[src/rtl/stack_pkg.sv]
// Shared definitions for the stack / call-return sequencer: op codes, FSM
// state encoding, the default empty-stack SP and the latched request layout.
package stack_pkg;

    typedef enum logic [1:0] {
        OP_PUSH = 2'b00,
        OP_POP  = 2'b01,
        OP_CALL = 2'b10,
        OP_RET  = 2'b11
    } op_e;

    typedef enum logic [2:0] {
        ST_IDLE    = 3'd0,
        ST_WRITE   = 3'd1,
        ST_READ    = 3'd2,
        ST_CAPTURE = 3'd3,
        ST_FINISH  = 3'd4
    } state_e;

    // Empty-stack SP; the stack grows downward from here toward STACK_FULL_SP.
    localparam logic [7:0] STACK_DEPTH_TOP = 8'hFF;
    localparam logic [7:0] STACK_FULL_SP   = 8'h00;

    typedef struct packed {
        op_e        op;
        logic [7:0] wdat;
        logic [7:0] sp;
    } req_t;

    function automatic logic op_is_write(input op_e o);
        return (o == OP_PUSH) || (o == OP_CALL);
    endfunction

endpackage

[src/rtl/stack_ctrl.sv]
// Stack sequencer for PUSH/POP/CALL/RET: done 2 cycles after acceptance for PUSH/CALL, 3 for POP/RET, 1 on full/empty.
// No backpressure: op_valid is sampled only in IDLE and silently dropped while busy.
module stack_ctrl
    import stack_pkg::*;
#(
    parameter logic [7:0] DEPTH_TOP = STACK_DEPTH_TOP
) (
    input  logic       clk,
    input  logic       rst,
    input  logic       op_valid,
    input  logic [1:0] op,
    input  logic [7:0] push_data,
    input  logic [7:0] ret_pc,
    input  logic [7:0] sp_in,
    input  logic [7:0] mem_rdata,
    output logic       writeSP,
    output logic [7:0] sp_next,
    output logic       isPOP,
    output logic [7:0] mem_addr,
    output logic [7:0] mem_wdata,
    output logic       mem_we,
    output logic       mem_re,
    output logic       busy,
    output logic       done,
    output logic [7:0] pop_data,
    output logic       pc_load,
    output logic [7:0] pc_out,
    output logic       overflow,
    output logic       underflow
);

    state_e     state_q, state_d;
    req_t       req_q, req_d;
    logic       err_q, err_d;
    logic [7:0] pop_data_q, pop_data_d;
    op_e        op_in;
    logic       in_write;

    assign op_in    = op_e'(op);
    assign in_write = op_is_write(op_in);
    assign pop_data = pop_data_q;

    always_ff @(posedge clk or negedge rst) begin
        if (!rst) begin
            state_q    <= ST_IDLE;
            req_q      <= '0;
            err_q      <= 1'b0;
            pop_data_q <= 8'h00;
        end else begin
            state_q    <= state_d;
            req_q      <= req_d;
            err_q      <= err_d;
            pop_data_q <= pop_data_d;
        end
    end

    always_comb begin
        state_d    = state_q;
        req_d      = req_q;
        err_d      = err_q;
        pop_data_d = pop_data_q;
        writeSP    = 1'b0;
        sp_next    = 8'h00;
        isPOP      = 1'b0;
        mem_addr   = 8'h00;
        mem_wdata  = 8'h00;
        mem_we     = 1'b0;
        mem_re     = 1'b0;
        busy       = (state_q != ST_IDLE);
        done       = 1'b0;
        pc_load    = 1'b0;
        pc_out     = 8'h00;
        overflow   = 1'b0;
        underflow  = 1'b0;

        case (state_q)
            ST_IDLE: begin
                if (op_valid) begin
                    req_d.op   = op_in;
                    req_d.sp   = sp_in;
                    req_d.wdat = (op_in == OP_CALL) ? ret_pc : push_data;
                    // Full/empty is decided at acceptance so the SP never wraps.
                    if (in_write) begin
                        err_d   = (sp_in == STACK_FULL_SP);
                        state_d = err_d ? ST_FINISH : ST_WRITE;
                    end else begin
                        err_d   = (sp_in == DEPTH_TOP);
                        state_d = err_d ? ST_FINISH : ST_READ;
                    end
                end
            end
            ST_WRITE: begin
                mem_we    = 1'b1;
                mem_addr  = req_q.sp;
                mem_wdata = req_q.wdat;
                writeSP   = 1'b1;
                sp_next   = req_q.sp - 8'd1;
                state_d   = ST_FINISH;
            end
            ST_READ: begin
                mem_re   = 1'b1;
                mem_addr = req_q.sp + 8'd1;
                writeSP  = 1'b1;
                isPOP    = 1'b1;
                sp_next  = req_q.sp + 8'd1;
                state_d  = ST_CAPTURE;
            end
            ST_CAPTURE: begin
                pop_data_d = mem_rdata;
                state_d    = ST_FINISH;
            end
            ST_FINISH: begin
                done      = 1'b1;
                overflow  = err_q && op_is_write(req_q.op);
                underflow = err_q && !op_is_write(req_q.op);
                if ((req_q.op == OP_RET) && !err_q) begin
                    pc_load = 1'b1;
                    pc_out  = pop_data_q;
                end
                state_d = ST_IDLE;
            end
            default: state_d = ST_IDLE;
        endcase
    end

endmodule

[config.mk]
export PLATFORM = sky130hd
export DESIGN_NAME = stack_ctrl
export DESIGN_NICKNAME = d
export VERILOG_FILES = /design/src/rtl/stack_pkg.sv /design/src/rtl/stack_ctrl.sv
export SDC_FILE = /design/constraint.sdc
export NUM_CORES = 1
export LEC_CHECK = 0
export ABC_AREA = 0
export BUFFER_PORTS_ARGS = -buffer_cell sky130_fd_sc_hd__buf_2
export CAP_MARGIN = 20
export CORE_MARGIN = 8
export CORE_UTILIZATION = 51
export DETAILED_ROUTE_END_ITERATION = 10
export HOLD_SLACK_MARGIN = 0.1
export PLACE_DENSITY = 0.86
export SLEW_MARGIN = 10
export SYNTH_ARGS = -nofsm -noshare
export SYNTH_HDL_FRONTEND = slang
export SYNTH_SLANG_ARGS = --single-unit
[constraint.sdc]
create_clock -name clk -period 2.7 [get_ports clk]
set_input_delay 0.27 -clock clk [delete_from_list [all_inputs] [get_ports clk]]
set_output_delay 0.27 -clock clk [all_outputs]
set_load 0.02 [all_outputs]
==> flow_metrics.env <==
export IMPL_outcome="finished clean"
export IMPL_die_h_um=77.2
export IMPL_std_cell_rows=22
export IMPL_wire_per_inst_um=14.4
export IMPL_syn_area_um2=1910
export IMPL_drt_total_wl_um=4870
export IMPL_peakVddDrop_v=0.000792
export IMPL_cp_max_fo=21
export IMPL_syn_num_nets=254
export IMPL_clock_skew_final_ns=0.00550
export IMPL_htreeDepth=2
export IMPL_min_delay_start="mem_rdata[0]"
export IMPL_fp_dieW_um=77.2
export IMPL_hold_viol_final=0
export IMPL_finalSetupTns_ns=0
export IMPL_ys_ff_latch=30
export IMPL_synth_edf_count=0
export IMPL_p_int_mw=1.51
export IMPL_layout_common_cells="buf_2 (85), dfrtp_1 (30), nor2_1 (20), and2_1 (17), o21ai_0 (16)"
export IMPL_ys_seq_area_share_pct=39.3
export IMPL_cts_root_buf="clkbuf_8"
export IMPL_clockBufferDepth=2
export IMPL_drtIter0Drc=104
export IMPL_power_frac_comb_pct=56.5
export IMPL_overflow=0
export IMPL_worstSetupStartpointType="register"
export IMPL_place_port_buffers=85
export IMPL_dp_slack_ns=0.551
export IMPL_arrival_ns=2.18
export IMPL_vias=1811
export IMPL_die_area_um2=5950
export IMPL_synthFlopType="dfrtp_1"
export IMPL_synthArstFlopShare_pct=100
export IMPL_rsz0062_at_grt="no"
export IMPL_cellLeakagePower_nw=1.19
export IMPL_powerDensity_nw_per_um2=1220
export IMPL_regArea_um2=751
export IMPL_cts_sinks=30
export IMPL_area_delta_synth_final_pct=25.6
export IMPL_fin_crit_ns=2.45
export IMPL_power_mw=2.93
export IMPL_fmax_mhz=408
export IMPL_insertion_delay_ns=0.28
export IMPL_postRouteAntennaNets=0
export IMPL_timing_rr_start="state_q[2]"
export IMPL_finalSetupViolations=0
export IMPL_startpoint="state_q[2]"
export IMPL_dp_hpwl_um=3690
export IMPL_crit_required_ns=2.43
export IMPL_p_clk_share_pct=11.9
export IMPL_initial_core_util_pct=52.5
export IMPL_grt_usage_pct=16.3
export IMPL_layout_commonest_cell="buf_2"
export IMPL_core_um2=3630
export IMPL_min_period_over_period_pct=90.8
export IMPL_grt_max_degree=31
export IMPL_antenna_found_initial=0
export IMPL_path_class="reg2out"
export IMPL_firstDrtPassIters=4
export IMPL_slew_viol_final=0
export IMPL_path_clk_slew_ns=0.06
export IMPL_drc=0
export IMPL_timing_final_ws_setup_ns=0.249
export IMPL_endpoint_kind="output port"
export IMPL_hold_ws_ns=0.219
export IMPL_ios=86
export IMPL_yosysWarnings=0
export IMPL_worstMarginPinSlew_ns=0.656
export IMPL_layout_drive_gt1_share_pct=38.6
export IMPL_grt_pass1_vias=1796
export IMPL_multiInputGateArea_um2=1010
export IMPL_grt_pass1_wl_um=8060
export IMPL_fillers=313
export IMPL_synth_avg_cell_area_um2=8.87
export IMPL_synth_cells=215
export IMPL_switchingPower_mw=1.41
export IMPL_viasPerCell=5.36
export IMPL_post_cts_setup_buffers=0
export IMPL_numCtsBuffers=5
export IMPL_power_switching_share_pct=48.4
export IMPL_cts_tree="yes"
export IMPL_seq_power_share_pct=31.6
export IMPL_gp_congestion=0.851
export IMPL_antenna_cells=0
export IMPL_nNetsFinal=330
export IMPL_holdCritPathClass="in2reg"
export IMPL_relSlewSlack_pct=56.3
export IMPL_maxCapViolations=0
export IMPL_ys_types=44
==> through the flow <==
stage,instance area (um^2),cells,utilization (%)
3_5_place_dp,2300,331,63.4
3_3_place_gp,2300,331,63.4
2_1_floorplan,1910,215,-
5_1_grt,2400,338,66.0
4_1_cts,2400,338,66.0
6_report,2400,338,66.0
==> repair_timing <==
action | in CTS | in global routing
hold buffers | 1 | 0
resized for setup | 0 | 0
endpoints found under the hold margin | 30 | 0
==> Yosys cell counts (3+ instances only) <==
| cell type | number | share of area [%] |
|---|---|---|
| nand4_1 | 3 | 0.98 |
| inv_1 | 8 | 1.6 |
| dfrtp_1 | 30 | 39 |
| o21ai_0 | 16 | 4.2 |
| nor3b_1 | 3 | 1.2 |
| clkbuf_1 | 8 | 1.6 |
| nor2_1 | 20 | 3.9 |
| nand2_1 | 15 | 3.0 |
| nand3_1 | 4 | 1.0 |
| a21oi_1 | 13 | 3.4 |
| buf_4 | 4 | 1.6 |
| a211oi_1 | 3 | 1.2 |
| mux2_2 | 15 | 8.9 |
| buf_2 | 4 | 1.0 |
| nor3_1 | 4 | 1.0 |
| a31oi_1 | 3 | 0.98 |
| and2_1 | 17 | 5.6 |
| mux2i_1 | 8 | 4.2 |
==> sequential cells by signal (all words and copies together) (netlist names) <==
name,flops
err_q,1
state_q,3
pop_data,8
req_q,18
==> layout make-up <==
type	instances	area share, %
multi-input cells	156	42.2
flip-flops and latches	30	31.3
repair buffers	89	19.1
clock buffers	6	3.44
well taps	48	2.51
inverters	9	1.41
==> critical path, cell delays in order, from the launching register on <==
cell     delay (ns)
dfrtp_1        0.43
or3b_1         0.57
inv_2          0.32
nand2_1        0.12
o311a_1        0.14
o21ai_1        0.13
buf_2          0.18
==> kinds of logic after synthesis <==
logic type,share of synthesized area [%]
AOI/OAI and AO/OA,14.8
DFF,39.3
buffers and inverters,7.61
muxes,13.6
xor gates and xnor gates,1.38
and+or+nand+nor,22.0
adders and majority gates,1.31
==> layer usage <==
layer  vias up  track usage (%)  routed length, um
met5         -                0                  0
met4         0             6.42                 46
met3         4             8.51                527
met2        86             25.9               2260
met1       817             18.0               2030
li1        904                -                  -
==> final timing paths <==
| path | end | slack, ns | depth (start not counted) |
|---|---|---|---|
| worst max-delay path | sp_next[3] | 0.25 | 6 |
| worst min-delay path | pop_data[0] | 0.22 | 2 |
| worst max register to register | req_q[12] | 0.81 | 5 |
| worst min register to register | req_q[17] | 0.51 | 1 |
| max in group asynchronous | req_q[9] | 1.70 | 2 |
| min in group asynchronous | pop_data[0] | 0.57 | 2 |
==> power by group through the flow <==
stage | logic [mW] | registers (mW) | clock network, mW
after detailed placement | 1.66 | 0.927 | 0
after global routing | 1.81 | 0.971 | 0.379
after floorplan | 1.28 | 0.864 | 0
after CTS | 1.67 | 0.923 | 0.358
final | 1.65 | 0.924 | 0.348
after global placement | 1.64 | 0.915 | 0
(Power assumes the default switching activity.)
